## config.mk

```make
export PLATFORM = sky130hd
export DESIGN_NAME = pipe_stage_reg
export DESIGN_NICKNAME = d
export VERILOG_FILES = /design/src/rtl/pipe_stage_reg.sv
export SDC_FILE = /design/constraint.sdc
export NUM_CORES = 1
export LEC_CHECK = 0
export CAP_MARGIN = 10
export CORE_AREA = 2 2 231 119
export DETAILED_ROUTE_END_ITERATION = 8
export DIE_AREA = 0 0 233 121
export GPL_TIMING_DRIVEN = 0
export PLACE_DENSITY = 0.58
export SLEW_MARGIN = 20
export SYNTH_ARGS = -nofsm -noshare
export SYNTH_HDL_FRONTEND = slang
export SYNTH_SLANG_ARGS = --single-unit
```

## constraint.sdc

```tcl
create_clock -name clk_in -period 1.9 [get_ports clk_in]
set_input_delay 0.285 -clock clk_in [delete_from_list [all_inputs] [get_ports clk_in]]
set_output_delay 0.285 -clock clk_in [all_outputs]
set_load 0.05 [all_outputs]
```

## src/rtl/pipe_stage_reg.sv

```systemverilog
// Parametrised inter-stage pipeline register: payload plus valid, with stall hold,
// bubble insertion, deferred flush and saturating bubble/hold performance counters.
module pipe_stage_reg #(
  parameter int                 DATA_W    = 140,
  parameter int                 STALL_W   = 6,
  parameter int                 STAGE_IDX = 2,
  parameter logic [DATA_W-1:0]  NOP_VALUE = '0,
  parameter int                 CNT_W     = 16
) (
  input  logic               clk_in,
  input  logic               rst_in,
  input  logic [STALL_W-1:0] stall,
  input  logic               flush_in,
  input  logic               valid_in,
  input  logic [DATA_W-1:0]  data_in,
  output logic               valid_out,
  output logic [DATA_W-1:0]  data_out,
  output logic [1:0]         state_out,
  output logic [CNT_W-1:0]   bubble_cnt_out,
  output logic [CNT_W-1:0]   hold_cnt_out
);

  typedef enum logic [1:0] {
    ACT_LOAD   = 2'd0,
    ACT_HOLD   = 2'd1,
    ACT_BUBBLE = 2'd2,
    ACT_FLUSH  = 2'd3
  } action_e;

  function automatic logic [CNT_W-1:0] sat_inc(input logic [CNT_W-1:0] v);
    return (&v) ? v : v + CNT_W'(1);
  endfunction

  logic              up_stall;
  logic              dn_stall;
  logic              unused_stall;

  logic              valid_q, valid_d;
  logic [DATA_W-1:0] data_q, data_d;
  action_e           state_q, state_d;
  logic [CNT_W-1:0]  bubble_cnt_q, bubble_cnt_d;
  logic [CNT_W-1:0]  hold_cnt_q, hold_cnt_d;
  logic              flush_latched_q, flush_latched_d;

  assign up_stall     = stall[STAGE_IDX];
  assign dn_stall     = stall[STAGE_IDX+1];
  assign unused_stall = ^stall;

  // Downstream stall dominates; an upstream-running/downstream-stalled vector is also a HOLD.
  always_comb begin
    valid_d         = valid_q;
    data_d          = data_q;
    state_d         = state_q;
    bubble_cnt_d    = bubble_cnt_q;
    hold_cnt_d      = hold_cnt_q;
    flush_latched_d = flush_latched_q;
    if (dn_stall) begin
      state_d         = ACT_HOLD;
      hold_cnt_d      = sat_inc(hold_cnt_q);
      flush_latched_d = flush_latched_q | flush_in;
    end else if (flush_in || flush_latched_q) begin
      state_d         = ACT_FLUSH;
      valid_d         = 1'b0;
      data_d          = NOP_VALUE;
      hold_cnt_d      = '0;
      flush_latched_d = 1'b0;
    end else if (up_stall) begin
      state_d      = ACT_BUBBLE;
      valid_d      = 1'b0;
      data_d       = NOP_VALUE;
      bubble_cnt_d = sat_inc(bubble_cnt_q);
      hold_cnt_d   = '0;
    end else begin
      state_d    = ACT_LOAD;
      valid_d    = valid_in;
      data_d     = data_in;
      hold_cnt_d = '0;
    end
  end

  // Stage boundary: everything registered, reset discards any pending flush.
  always_ff @(posedge clk_in) begin
    if (rst_in) begin
      valid_q         <= 1'b0;
      data_q          <= NOP_VALUE;
      state_q         <= ACT_FLUSH;
      bubble_cnt_q    <= '0;
      hold_cnt_q      <= '0;
      flush_latched_q <= 1'b0;
    end else begin
      valid_q         <= valid_d;
      data_q          <= data_d;
      state_q         <= state_d;
      bubble_cnt_q    <= bubble_cnt_d;
      hold_cnt_q      <= hold_cnt_d;
      flush_latched_q <= flush_latched_d;
    end
  end

  assign valid_out      = valid_q;
  assign data_out       = data_q;
  assign state_out      = state_q;
  assign bubble_cnt_out = bubble_cnt_q;
  assign hold_cnt_out   = hold_cnt_q;

endmodule

```

Word-level counts from Yosys, hierarchy flattened
Index checks and enable logic that the tools add are counted.
{"block": "word_totals", "regBits": 176, "latch_bits": 0, "mem_bits_rw": 0, "mem_bits_ro": 0, "in_bits": 150, "output_inout_bits": 175, "mem_count": 0}
{"block": "classes", "add_sub_neg": 2, "mul": 0, "div": 0, "order_cmp": 0, "n_eq_ne": 0, "n_shift": 0, "n_mux": 9, "n_bitwise": 4, "reduce_logical": 7}
{"cell": "140-bit two-way mux", "count": 2}
{"cell": "16-bit by 1-bit adder with 16-bit output, second input constant", "count": 2}
{"cell": "16-bit AND reduction", "count": 2}
{"cell": "2-bit two-way mux", "count": 3}
{"cell": "1-bit two-way mux", "count": 4}
{"cell": "4-bit AND reduction", "count": 1}
{"cell": "1-bit inverter", "count": 3}
{"cell": "3-bit OR reduction", "count": 1}
{"cell": "2-bit nonzero test", "count": 1}
{"cell": "2-bit OR reduction", "count": 1}
{"cell": "1-bit logical OR", "count": 1}
{"cell": "1-bit OR", "count": 1}

Logic depth before layout (Yosys ltp)
Gate-level depths: netlist (run 1).
{"block": "logic_depth", "ltp_word": 3, "ltp_mapped": 7, "mapped_depth_nobuf": 5}

Worst setup path after synthesis (run 1)
Ideal clock, no wire load.
{"block": "synth_path", "kind": "flip-flop to flip-flop", "start": "reg bubble_cnt_q[0] (netlist: bubble_cnt_out[0])", "end": "reg bubble_cnt_q[5] (netlist: bubble_cnt_out[5])", "setup_ps": 86, "arrival_ps": 2153, "slack_ps": -338, "path_stages_with_launch": 6, "path_buffers": 0, "period_less_slack_ps": 2238, "cell_sequence": "dfxtp_1 ha_1 nand4_1 nor4_1 a31oi_1 a211oi_1"}
{"block": "synth_via", "elab_chain_len": 3}
{"element": "start, declared", "line": "41", "text": "logic [CNT_W-1:0] bubble_cnt_q, bubble_cnt_d;"}
{"element": "start signal, assigned", "line": "94", "text": "bubble_cnt_q <= bubble_cnt_d;"}
{"element": "parallel branches: the longest is 3 deep, another holds 16-bit by 1-bit adder with 16-bit output"}
Several ways; the timed one is not identified.
A chain may end at the register's enable or synchronous reset.

Final worst setup path (run 1)
{"block": "layout_path", "start": "reg data_q[81] (netlist: data_out[81])", "end": "out data_out[81]"}
{"element": "start, declared", "line": "39", "text": "logic [DATA_W-1:0] data_q, data_d;"}
{"element": "start signal, assigned", "line": "92", "text": "data_q <= data_d;"}
{"element": "end, declared", "line": "17", "text": "output logic [DATA_W-1:0] data_out,"}
No word-level cell between the ends.

==> results of run 1 <==
## final cells by class
| cell class | instances | area [µm²] |
|---|---|---|
| tap | 352 | 440 |
| inverter | 3 | 11.3 |
| buffer | 41 | 184 |
| timing repair buffer | 326 | 3200 |
| sequential | 176 | 3560 |
| clock inverter | 10 | 114 |
| clock buffer | 21 | 450 |
| multi-input combinational | 311 | 2340 |
| fill | 2561 | 15800 |
## flip-flops by register name (all words and copies together) (netlist names)
name             count
valid_out            1
bubble_cnt_out      16
flush_latched_q      1
data_out           140
hold_cnt_out        16
state_out            2
## worst min path at each step
stage              endpoint          from  slack, ps
2_1_floorplan  state_out[1]      stall[3]        400
3_3_place_gp   data_out[49]  data_out[49]        460
3_5_place_dp   data_out[37]  data_out[37]        460
4_1_cts        state_out[0]        rst_in        310
5_1_grt        state_out[0]      flush_in        370
6_report       state_out[0]        rst_in        330
## report_power, final
group | switching [mW] | total (mW) | internal, mW
combinational | 0.483 | 0.892 | 0.409
sequential | 0.0428 | 3.81 | 3.76
clock | 1.47 | 3.42 | 1.96
## layer usage
| layer | up-vias | track usage [%] | part of all wire [%] |
|---|---|---|---|
| met5 | - | 0 | 0 |
| met4 | 0 | 5.29 | 1.6 |
| met3 | 23 | 3.64 | 2.8 |
| met2 | 98 | 26.9 | 53 |
| met1 | 2797 | 18.1 | 43 |
| li1 | 2761 | - | - |
## cell families after synthesis
logic type,after synthesis,share of synthesized area [%]
flip-flops,176,59.2
AND/OR/NAND/NOR,106,9.62
XOR/XNOR,1,0.147
multiplexers,5,0.861
AO/OA/AOI/OAI,197,26.9
buffers and inverters,45,2.88
adder cells (fa/ha/maj),2,0.420
## repair_timing
item / CTS / global route
buffers inserted: 2 / 5
pin swaps: 5 / 9
resized for setup: 156 / 59
endpoints found under the setup margin: 238 / 153
## cell usage in the layout (no fill, tap or decap), types with 4 or more instances in the layout
cell type | Yosys | routed
sky130_fd_sc_hd__dfxtp_1 | 176 | 154
sky130_fd_sc_hd__clkdlybuf4s50_1 | 0 | 144
sky130_fd_sc_hd__a22o_1 | 141 | 141
sky130_fd_sc_hd__dlygate4sd2_1 | 0 | 130
sky130_fd_sc_hd__dlymetal6s2s_1 | 0 | 45
sky130_fd_sc_hd__nand2_1 | 25 | 25
sky130_fd_sc_hd__clkbuf_1 | 40 | 24
sky130_fd_sc_hd__dfxtp_2 | 0 | 19
sky130_fd_sc_hd__clkbuf_16 | 0 | 17
sky130_fd_sc_hd__clkbuf_2 | 0 | 16
sky130_fd_sc_hd__nand3_1 | 16 | 16
sky130_fd_sc_hd__a21oi_1 | 15 | 15
sky130_fd_sc_hd__o21ai_0 | 14 | 14
sky130_fd_sc_hd__nor2_1 | 14 | 13
sky130_fd_sc_hd__nor3_1 | 10 | 10
sky130_fd_sc_hd__nand4_1 | 7 | 7
sky130_fd_sc_hd__a211oi_1 | 7 | 7
sky130_fd_sc_hd__buf_4 | 0 | 7
sky130_fd_sc_hd__a31oi_1 | 6 | 6
sky130_fd_sc_hd__or4_1 | 4 | 4
sky130_fd_sc_hd__mux2i_1 | 4 | 4
sky130_fd_sc_hd__a2111o_1 | 4 | 4
sky130_fd_sc_hd__clkinvlp_4 | 0 | 4
## through the flow
stage          cell area (µm²)  setup WS, ps  TNS (ps)
5_1_grt                  10300         -20.8     -21.9
3_5_place_dp              9640         -1000   -107360
2_1_floorplan             6010         0.152         0
4_1_cts                  10100         -57.7      -194
6_report                 10300          55.7         0
3_3_place_gp              9640          -946    -99800
## Yosys cell counts (all sizes together), types with 2 or more instances
library cell  number  area [µm²]
a2111o             4        45.0
ha                 2        25.0
and2               3        18.8
nand2b             2        12.5
o21ai             14        70.1
mux2i              4        40.0
buf                2        10.0
or4                4        30.0
a21oi             15        75.1
or3                4        30.0
nor4               7        43.8
o31ai              2        15.0
nand3             16        80.1
nand4              7        43.8
inv                3        11.3
nor2              14        52.6
and4               3        26.3
a22o             141        1230
a31oi              6        37.5
dfxtp            176        3520
a211oi             7        52.6
nor3              10        50.1
nand2             25        93.8
clkbuf            40         150
nor4b              2        23.8
nor2b              2        12.5
and3               3        18.8
==> impl_metrics.json, run 1 <==
{
  "critical-path-max-stage-delay_ps": 800,
  "yosysWarningCount": 0,
  "critPathSlowestCell": "sky130_fd_sc_hd__clkdlybuf4s50_1",
  "core_area_um2": 26100,
  "power_per_cell_area_nw_per_um2": 789,
  "detailroute.via_count": 5679,
  "tightestPinTransition_ps": 547,
  "drive_gt1_share_pct": 10.0,
  "share_of_the_yosys_chip_area_belonging_to_registers_pct": 59.2,
  "gr-total-overflow": 0,
  "die-height_um": 121,
  "vias_per_cell": 4.58,
  "period_share_pct": 97.1,
  "cts-root-to-sink-buffers": 2,
  "syn_inst": 532,
  "timing.slew.headroom_pct": 63.2,
  "ant_nets": 0,
  "total_power_mw": 8.12,
  "r2r.worst_path.cells": 6,
  "netlist-cell-type-count": 44,
  "crit_path_end": "data_out[81]",
  "instances_no_fill": 1240,
  "ys.flop_type": "sky130_fd_sc_hd__dfxtp_1",
  "clock_latency_reported_for_the_late_side_of_the_worst_skew_pair_ps": 430,
  "ctsRootBufferMaster": "sky130_fd_sc_hd__clkbuf_16",
  "final_period_demand_of_the_worst_path_ps": 1840,
  "routed_wl_um": 21900,
  "numCtsBuffers": 17,
  "grt_setup_unrepaired": "yes",
  "largest_net_degree_at_the_start_of_global_routing": 17,
  "min_delay_path_depth": 3,
  "firstDrtPassIters": 5,
  "cp.depth": 1,
  "fp.dieW_um": 233,
  "hold_violations": 0,
  "setup.worst_path.class": "flop to primary output",
  "final.setup_skew_ps": 5.46,
  "start_util_pct": 22.8,
  "hp-class": "primary input to flop",
  "floorplan.rows": 42,
  "grt_antenna_before_repair": 0,
  "fin_hold_ws_ps": 332,
  "max_cap_viol_count": 0,
  "utilization_pct": 39.4,
  "cts_htree_levels": 4,
  "crit_start": "data_out[81]",
  "r2r_end": "bubble_cnt_out[10]",
  "postSynthAreaPerCell_um2": 11.2,
  "timing.critical_path.fanout_max": 2,
  "crit_chain": "clkdlybuf4s50_1",
  "critPathCaptureType": "primary output",
  "gp_congestion": 0.823,
  "first_global_vias": 5588,
  "dp_cells": 1203,
  "run_status": "finished clean",
  "die_area_um2": 28200,
  "clk_transition_reported_paths_ps": 70,
  "cp.required_ps": 1620,
  "global_route.usage.total_pct": 15.2,
  "synth_enable_flop_cells": 0,
  "vdd_ir_drop_max_uv": 422,
  "cts_hold_repair_buffers": 0,
  "ioPinCount": 325,
  "syn-num-nets": 684,
  "io_buffer_count": 319,
  "critical_path.startpoint_type": "flop",
  "drc": 0,
  "nets": 1028,
  "r2r_start": "bubble_cnt_out[0]",
  "async_reset_ff_share_pct": 0,
  "detail_route.iter0.violations": 239,
  "place_hpwl_um": 16700,
  "cts_num_sinks": 176,
  "cp.arrival_ps": 1560,
  "synthesis.area_um2": 5960,
  "flow.area_growth_from_synthesis_pct": 72.8,
  "diodes": 0,
  "max_transition_viols_final": 0,
  "timing.final.setup_violations": 0,
  "power.leakage_nw": 5.15,
  "reg2reg_slack_ps": 60,
  "synth.ff_latch_count": 176,
  "maxClockFrequency_mhz": 542,
  "grt_first_pass_wirelength_um": 32700,
  "routedWlPerCell_um": 17.7,
  "critPathTopFamily": "buffers and inverters",
  "tritoncts": "done",
  "path_buf_inv": 1
}
Power figures use the tool's default switching activity.
==> inputs of run 2 (changes only) <==
==> constraint.sdc (replaced) <==
create_clock -name clk_in -period 1.5 [get_ports clk_in]
set_input_delay 0.225 -clock clk_in [delete_from_list [all_inputs] [get_ports clk_in]]
set_output_delay 0.225 -clock clk_in [all_outputs]
set_load 0.05 [all_outputs]
==> run 2 against run 1 <==
Non-clock buffer count up 50. Sequential share of layout area down 3.5 points. Via count up 4.9%. Largest power group unchanged. The run now ends with setup timing left. Critical path depth up 3. Sequential cell count unchanged. Global-route usage up 1.2 points. Register-to-register slack worse by 390 ps. Worst hold slack worse by 140 ps. Die area unchanged. Sequential power up 25%. Setup slack worse by 390 ps.
==> impl_metrics.json, run 2 (synthesized netlist as in run 1, its figures left out) <==
{
  "run_status": "finished, violations left",
  "violations": "setup timing",
  "setup.worst_path.class": "flop to flop",
  "final_period_demand_of_the_worst_path_ps": 1840,
  "cts_num_sinks": 176,
  "period_share_pct": 123,
  "routed_wl_um": 24400,
  "clk_transition_reported_paths_ps": 70,
  "layout.cells.most_common_list": "sky130_fd_sc_hd__clkdlybuf4s15_2, sky130_fd_sc_hd__dfxtp_1, sky130_fd_sc_hd__a22o_1, sky130_fd_sc_hd__clkdlybuf4s50_1, sky130_fd_sc_hd__buf_4",
  "fp.dieW_um": 233,
  "detail_route.iter0.violations": 218,
  "hold_violations": 0,
  "cp.required_ps": 1800,
  "diodes": 0,
  "power.leakage_nw": 4.44,
  "crit_chain": "or4b_4 -> or3_4 -> o311ai_4 -> o41ai_4",
  "first_global_vias": 5895,
  "drc": 0,
  "start_util_pct": 22.8,
  "largest_net_degree_at_the_start_of_global_routing": 17,
  "critical_path.startpoint_type": "flop",
  "firstDrtPassIters": 4,
  "instances_no_fill": 1290,
  "global_route.usage.total_pct": 16.4,
  "route.met2.wl_um": 13200,
  "place_hpwl_um": 17500,
  "vdd_ir_drop_max_uv": 662,
  "fin_hold_ws_ps": 189,
  "largest_register_ffs": 140,
  "vias_per_cell": 4.62,
  "ioPinCount": 325,
  "critical-path-max-stage-delay_ps": 510,
  "grt_first_pass_wirelength_um": 35200,
  "ant_nets": 0,
  "ctsRootBufferMaster": "sky130_fd_sc_hd__clkbuf_16",
  "nets": 1078,
  "worst_path_setup_slack_after_routing_ps": -338,
  "final.setup_skew_ps": 9.68,
  "die_area_um2": 28200,
  "max_transition_viols_final": 0,
  "cts_hold_repair_buffers": 0,
  "routedWlPerCell_um": 18.9,
  "detailroute.via_count": 5959,
  "clock_latency_reported_for_the_late_side_of_the_worst_skew_pair_ps": 430,
  "timing.final.setup_violations": 137,
  "tritoncts": "done",
  "highest-signal-layer": "met4",
  "tightestPinTransition_ps": 575,
  "critPathCaptureType": "flop",
  "wl_met1_um": 10200,
  "met3_wirelength_um": 547,
  "path_buf_inv": 0,
  "io_buffer_count": 319,
  "cp.arrival_ps": 2140,
  "hp-class": "primary input to flop",
  "flow.area_growth_from_synthesis_pct": 95.9,
  "critPathSlowestCell": "sky130_fd_sc_hd__or4b_4",
  "power_per_cell_area_nw_per_um2": 886,
  "nFillCells": 2405,
  "floorplan.rows": 42,
  "cts-root-to-sink-buffers": 2,
  "dpl_worst_slack_ps": -1460,
  "drive_gt1_share_pct": 39.2,
  "gp_congestion": 0.810,
  "grt_antenna_before_repair": 0,
  "gr-total-overflow": 0,
  "maxClockFrequency_mhz": 544,
  "timing.critical_path.fanout_max": 5,
  "utilization_pct": 44.7,
  "timing.slew.headroom_pct": 61.7,
  "die-height_um": 121,
  "total_power_mw": 10.3,
  "numCtsBuffers": 17,
  "critPathTopFamily": "simple AND/OR/NAND/NOR gates",
  "core_area_um2": 26100,
  "cts_htree_levels": 4,
  "dp_cells": 1203,
  "max_cap_viol_count": 0,
  "grt_setup_unrepaired": "yes",
  "mostFrequentLayoutCell": "sky130_fd_sc_hd__clkdlybuf4s15_2"
}
## run 2: changes by cell type in the layout (fill, tap and decap cells not counted), sizes merged, moves of 2 or more
cell and change:
clkinvlp -2, buf +65, inv +7, dlygate4sd2 -129, clkbuf -10, bufinv -2, clkdlybuf4s15 +167, dlymetal6s2s -43
clkdlybuf4s50 -3
## run 2: path summary, 6_finish.rpt
| check | startpoint | endpoint | slack (ps) | cells after the start |
|---|---|---|---|---|
| setup / recovery | flush_latched_q | bubble_cnt_out[12] | -340 | 4 |
| hold / removal | rst_in | bubble_cnt_out[12] | 190 | 2 |
| setup reg to reg | flush_latched_q | bubble_cnt_out[12] | -340 | 4 |
| hold reg to reg | data_out[9] | data_out[9] | 480 | 1 |
## run 2: repair_timing
item | CTS | global route
pin swaps | 25 | 31
endpoints found under the hold margin | 0 | 0
cloned | 0 | 10
resized for setup | 583 | 122
setup endpoints to repair | 347 | 177
buffers inserted | 24 | 26
## run 2: power breakdown
part	leakage (nW)	switching, mW	internal [mW]	total, mW
Clock	0.269	2.03	2.25	4.27
Combinational	2.72	0.650	0.627	1.28
Sequential	1.45	0.0563	4.73	4.78
## run 2: cell type report
class / count / area (µm²) / area share (%)
multi-input combinational: 311 / 2580 / 22.1
timing repair buffer: 378 / 4060 / 34.8
sequential: 176 / 3630 / 31.1
tap: 352 / 440 / 3.78
clock buffer: 19 / 454 / 3.89
clock inverter: 12 / 96.3 / 0.826
inverter: 3 / 11.3 / 0.0965
buffer: 39 / 394 / 3.38
## run 2: per-stage QoR
stage          instance area, µm²  TNS (ps)
5_1_grt                     11700    -17230
4_1_cts                     11000    -25200
2_1_floorplan                6190     -2190
6_report                    11700     -7590
3_3_place_gp                 9830   -175100
3_5_place_dp                 9830   -180400
## run 2: per-layer routing
| layer | up-vias | GRT usage (%) |
|---|---|---|
| met3 | 26 | 3.31 |
| met4 | 0 | 4.90 |
| li1 | 2859 | - |
| met1 | 2986 | 19.2 |
| met5 | - | 0 |
| met2 | 88 | 30.3 |
## run 2: worst register-to-register path, delay by kind of cell (launching register included)
family | cells | cell delay [ps]
simple gates | 2 | 900
compound gates | 2 | 470
flops | 1 | 340
==> inputs of run 3 (changes only) <==
--- a/config.mk
+++ b/config.mk
@@ -7,6 +7,7 @@
 export LEC_CHECK = 0
 export CAP_MARGIN = 10
 export CORE_AREA = 2 2 231 119
+export CTS_BUF_LIST = sky130_fd_sc_hd__clkbuf_8 sky130_fd_sc_hd__clkbuf_16
 export DETAILED_ROUTE_END_ITERATION = 8
 export DIE_AREA = 0 0 233 121
 export GPL_TIMING_DRIVEN = 0
==> run 3 against run 2 <==
The run still ends with setup timing left. Clock power about the same. Maximum frequency stayed put. Sequential share of layout area stayed put. Via count hardly changed. Cell count stayed put. Wire length hardly changed. Sequential cell count is the same. Largest cell class unchanged. First-iteration DRC count decreased by 0.46%. Cell area unchanged. Highest routed layer unchanged. Critical endpoint unchanged. Critical path type unchanged. Worst hold slack unchanged. Die area stayed put.
==> impl_metrics.json, run 3 (synthesized netlist as in run 1, its figures left out) <==
{
  "fin_hold_ws_ps": 189,
  "gr-total-overflow": 0,
  "timing.final.setup_violations": 137,
  "final_area_um2": 11700,
  "io_buffer_count": 319,
  "routed_wl_um": 24400,
  "largest_register_ffs": 140,
  "path_buf_inv": 0,
  "final.setup_skew_ps": 9.68,
  "cp.required_ps": 1800,
  "detail_route.iter0.violations": 217,
  "power_per_cell_area_nw_per_um2": 885,
  "timing.slew.headroom_pct": 61.7,
  "final_period_demand_of_the_worst_path_ps": 1840,
  "routedWlPerCell_um": 18.9,
  "drc": 0,
  "ctsRootBufferMaster": "sky130_fd_sc_hd__clkbuf_16",
  "layout.cells.most_common_list": "sky130_fd_sc_hd__clkdlybuf4s15_2, sky130_fd_sc_hd__dfxtp_1, sky130_fd_sc_hd__a22o_1, sky130_fd_sc_hd__clkdlybuf4s50_1, sky130_fd_sc_hd__buf_4",
  "die_area_um2": 28200,
  "dpl_worst_slack_ps": -1460,
  "clk_transition_reported_paths_ps": 70,
  "grt_setup_unrepaired": "yes",
  "violations": "setup timing",
  "clock_latency_reported_for_the_late_side_of_the_worst_skew_pair_ps": 430,
  "tightestPinTransition_ps": 575,
  "power.leakage_nw": 4.44,
  "cts_htree_levels": 4,
  "worst_path_setup_slack_after_routing_ps": -338,
  "vdd_ir_drop_max_uv": 662,
  "drive_gt1_share_pct": 39.2,
  "ioPinCount": 325,
  "run_status": "finished, violations left",
  "cts_num_sinks": 176,
  "grt_antenna_before_repair": 0,
  "vias_per_cell": 4.62,
  "floorplan.rows": 42,
  "timing.critical_path.fanout_max": 5,
  "maxClockFrequency_mhz": 544,
  "detailed_place.area_um2": 9830,
  "detailroute.via_count": 5958,
  "diodes": 0,
  "critPathCaptureType": "flop",
  "flow.area_growth_from_synthesis_pct": 95.9,
  "mostFrequentLayoutCell": "sky130_fd_sc_hd__clkdlybuf4s15_2",
  "utilization_pct": 44.7,
  "cp.arrival_ps": 2140,
  "core_area_um2": 26100,
  "critPathSlowestCell": "sky130_fd_sc_hd__or4b_4",
  "fp.dieW_um": 233,
  "ant_nets": 0,
  "max_cap_viol_count": 0,
  "cts-root-to-sink-buffers": 2,
  "tritoncts": "done",
  "hold_violations": 0,
  "critical_path.startpoint_type": "flop",
  "numCtsBuffers": 17,
  "setup.worst_path.class": "flop to flop",
  "hp-class": "primary input to flop",
  "crit_chain": "or4b_4 -> or3_4 -> o311ai_4 -> o41ai_4",
  "first_global_vias": 5895,
  "global_route.usage.total_pct": 16.4,
  "period_share_pct": 123,
  "largest_net_degree_at_the_start_of_global_routing": 17,
  "nFillCells": 2405,
  "max_transition_viols_final": 0,
  "die-height_um": 121,
  "firstDrtPassIters": 4,
  "grt_first_pass_wirelength_um": 35200,
  "start_util_pct": 22.8,
  "critical-path-max-stage-delay_ps": 510,
  "critPathTopFamily": "simple AND/OR/NAND/NOR gates",
  "nets": 1078,
  "gp_congestion": 0.810,
  "place_hpwl_um": 17500
}
run 3: area by class of cell:
| cell class | instances | area [µm²] | area share (%) |
|---|---|---|---|
| clock buffer | 18 | 450 | 3.86 |
| inverter | 3 | 11.3 | 0.0965 |
| buffer | 39 | 394 | 3.38 |
| clock inverter | 13 | 100 | 0.858 |
| timing repair buffer | 378 | 4060 | 34.8 |
| sequential | 176 | 3630 | 31.1 |
| tap | 352 | 440 | 3.78 |
| multi-input combinational | 311 | 2580 | 22.1 |
run 3: worst register-to-register path: cells and delay by family, from the launching register on:
family | cells | cell delay (ps)
and+or+nand+nor | 2 | 900
AOI/OAI and AO/OA | 2 | 470
DFF | 1 | 340
run 3: worst paths after layout:
check | from | end | slack [ps] | cells after the start
max | flush_latched_q | bubble_cnt_out[12] | -340 | 4
min | rst_in | bubble_cnt_out[12] | 190 | 2
max reg2reg | flush_latched_q | bubble_cnt_out[12] | -340 | 4
min reg2reg | data_out[9] | data_out[9] | 480 | 1
run 3: what timing repair did:
| item | CTS | global route |
|---|---|---|
| hold endpoints to repair | 0 | 0 |
| gates cloned | 0 | 10 |
| pin swaps | 25 | 31 |
| setup endpoints to repair | 347 | 177 |
| setup buffers | 24 | 26 |
| resized for setup | 583 | 122 |
| hold buffers | 0 | 0 |
run 3: through the flow:
step                      power [mW]  instances  setup TNS [ps]
after floorplan                 5.40        532           -2190
after CTS                       10.4       1258          -25200
final                           10.3       1290           -7590
after detailed placement        6.08       1203         -180400
after global placement          6.07       1203         -175100
after global routing            10.7       1290          -17230
run 3: power by group:
part	switching (mW)	internal [mW]	total, mW
clock	2.03	2.24	4.27
sequential	0.0563	4.73	4.78
combinational	0.651	0.627	1.28
run 3: metal layers:
| metal | track usage [%] | part of all wire, % |
|---|---|---|
| met1 | 19.2 | 42 |
| met2 | 30.3 | 54 |
| met3 | 3.31 | 2.2 |
| met4 | 4.90 | 2.0 |
| met5 | 0 | 0 |
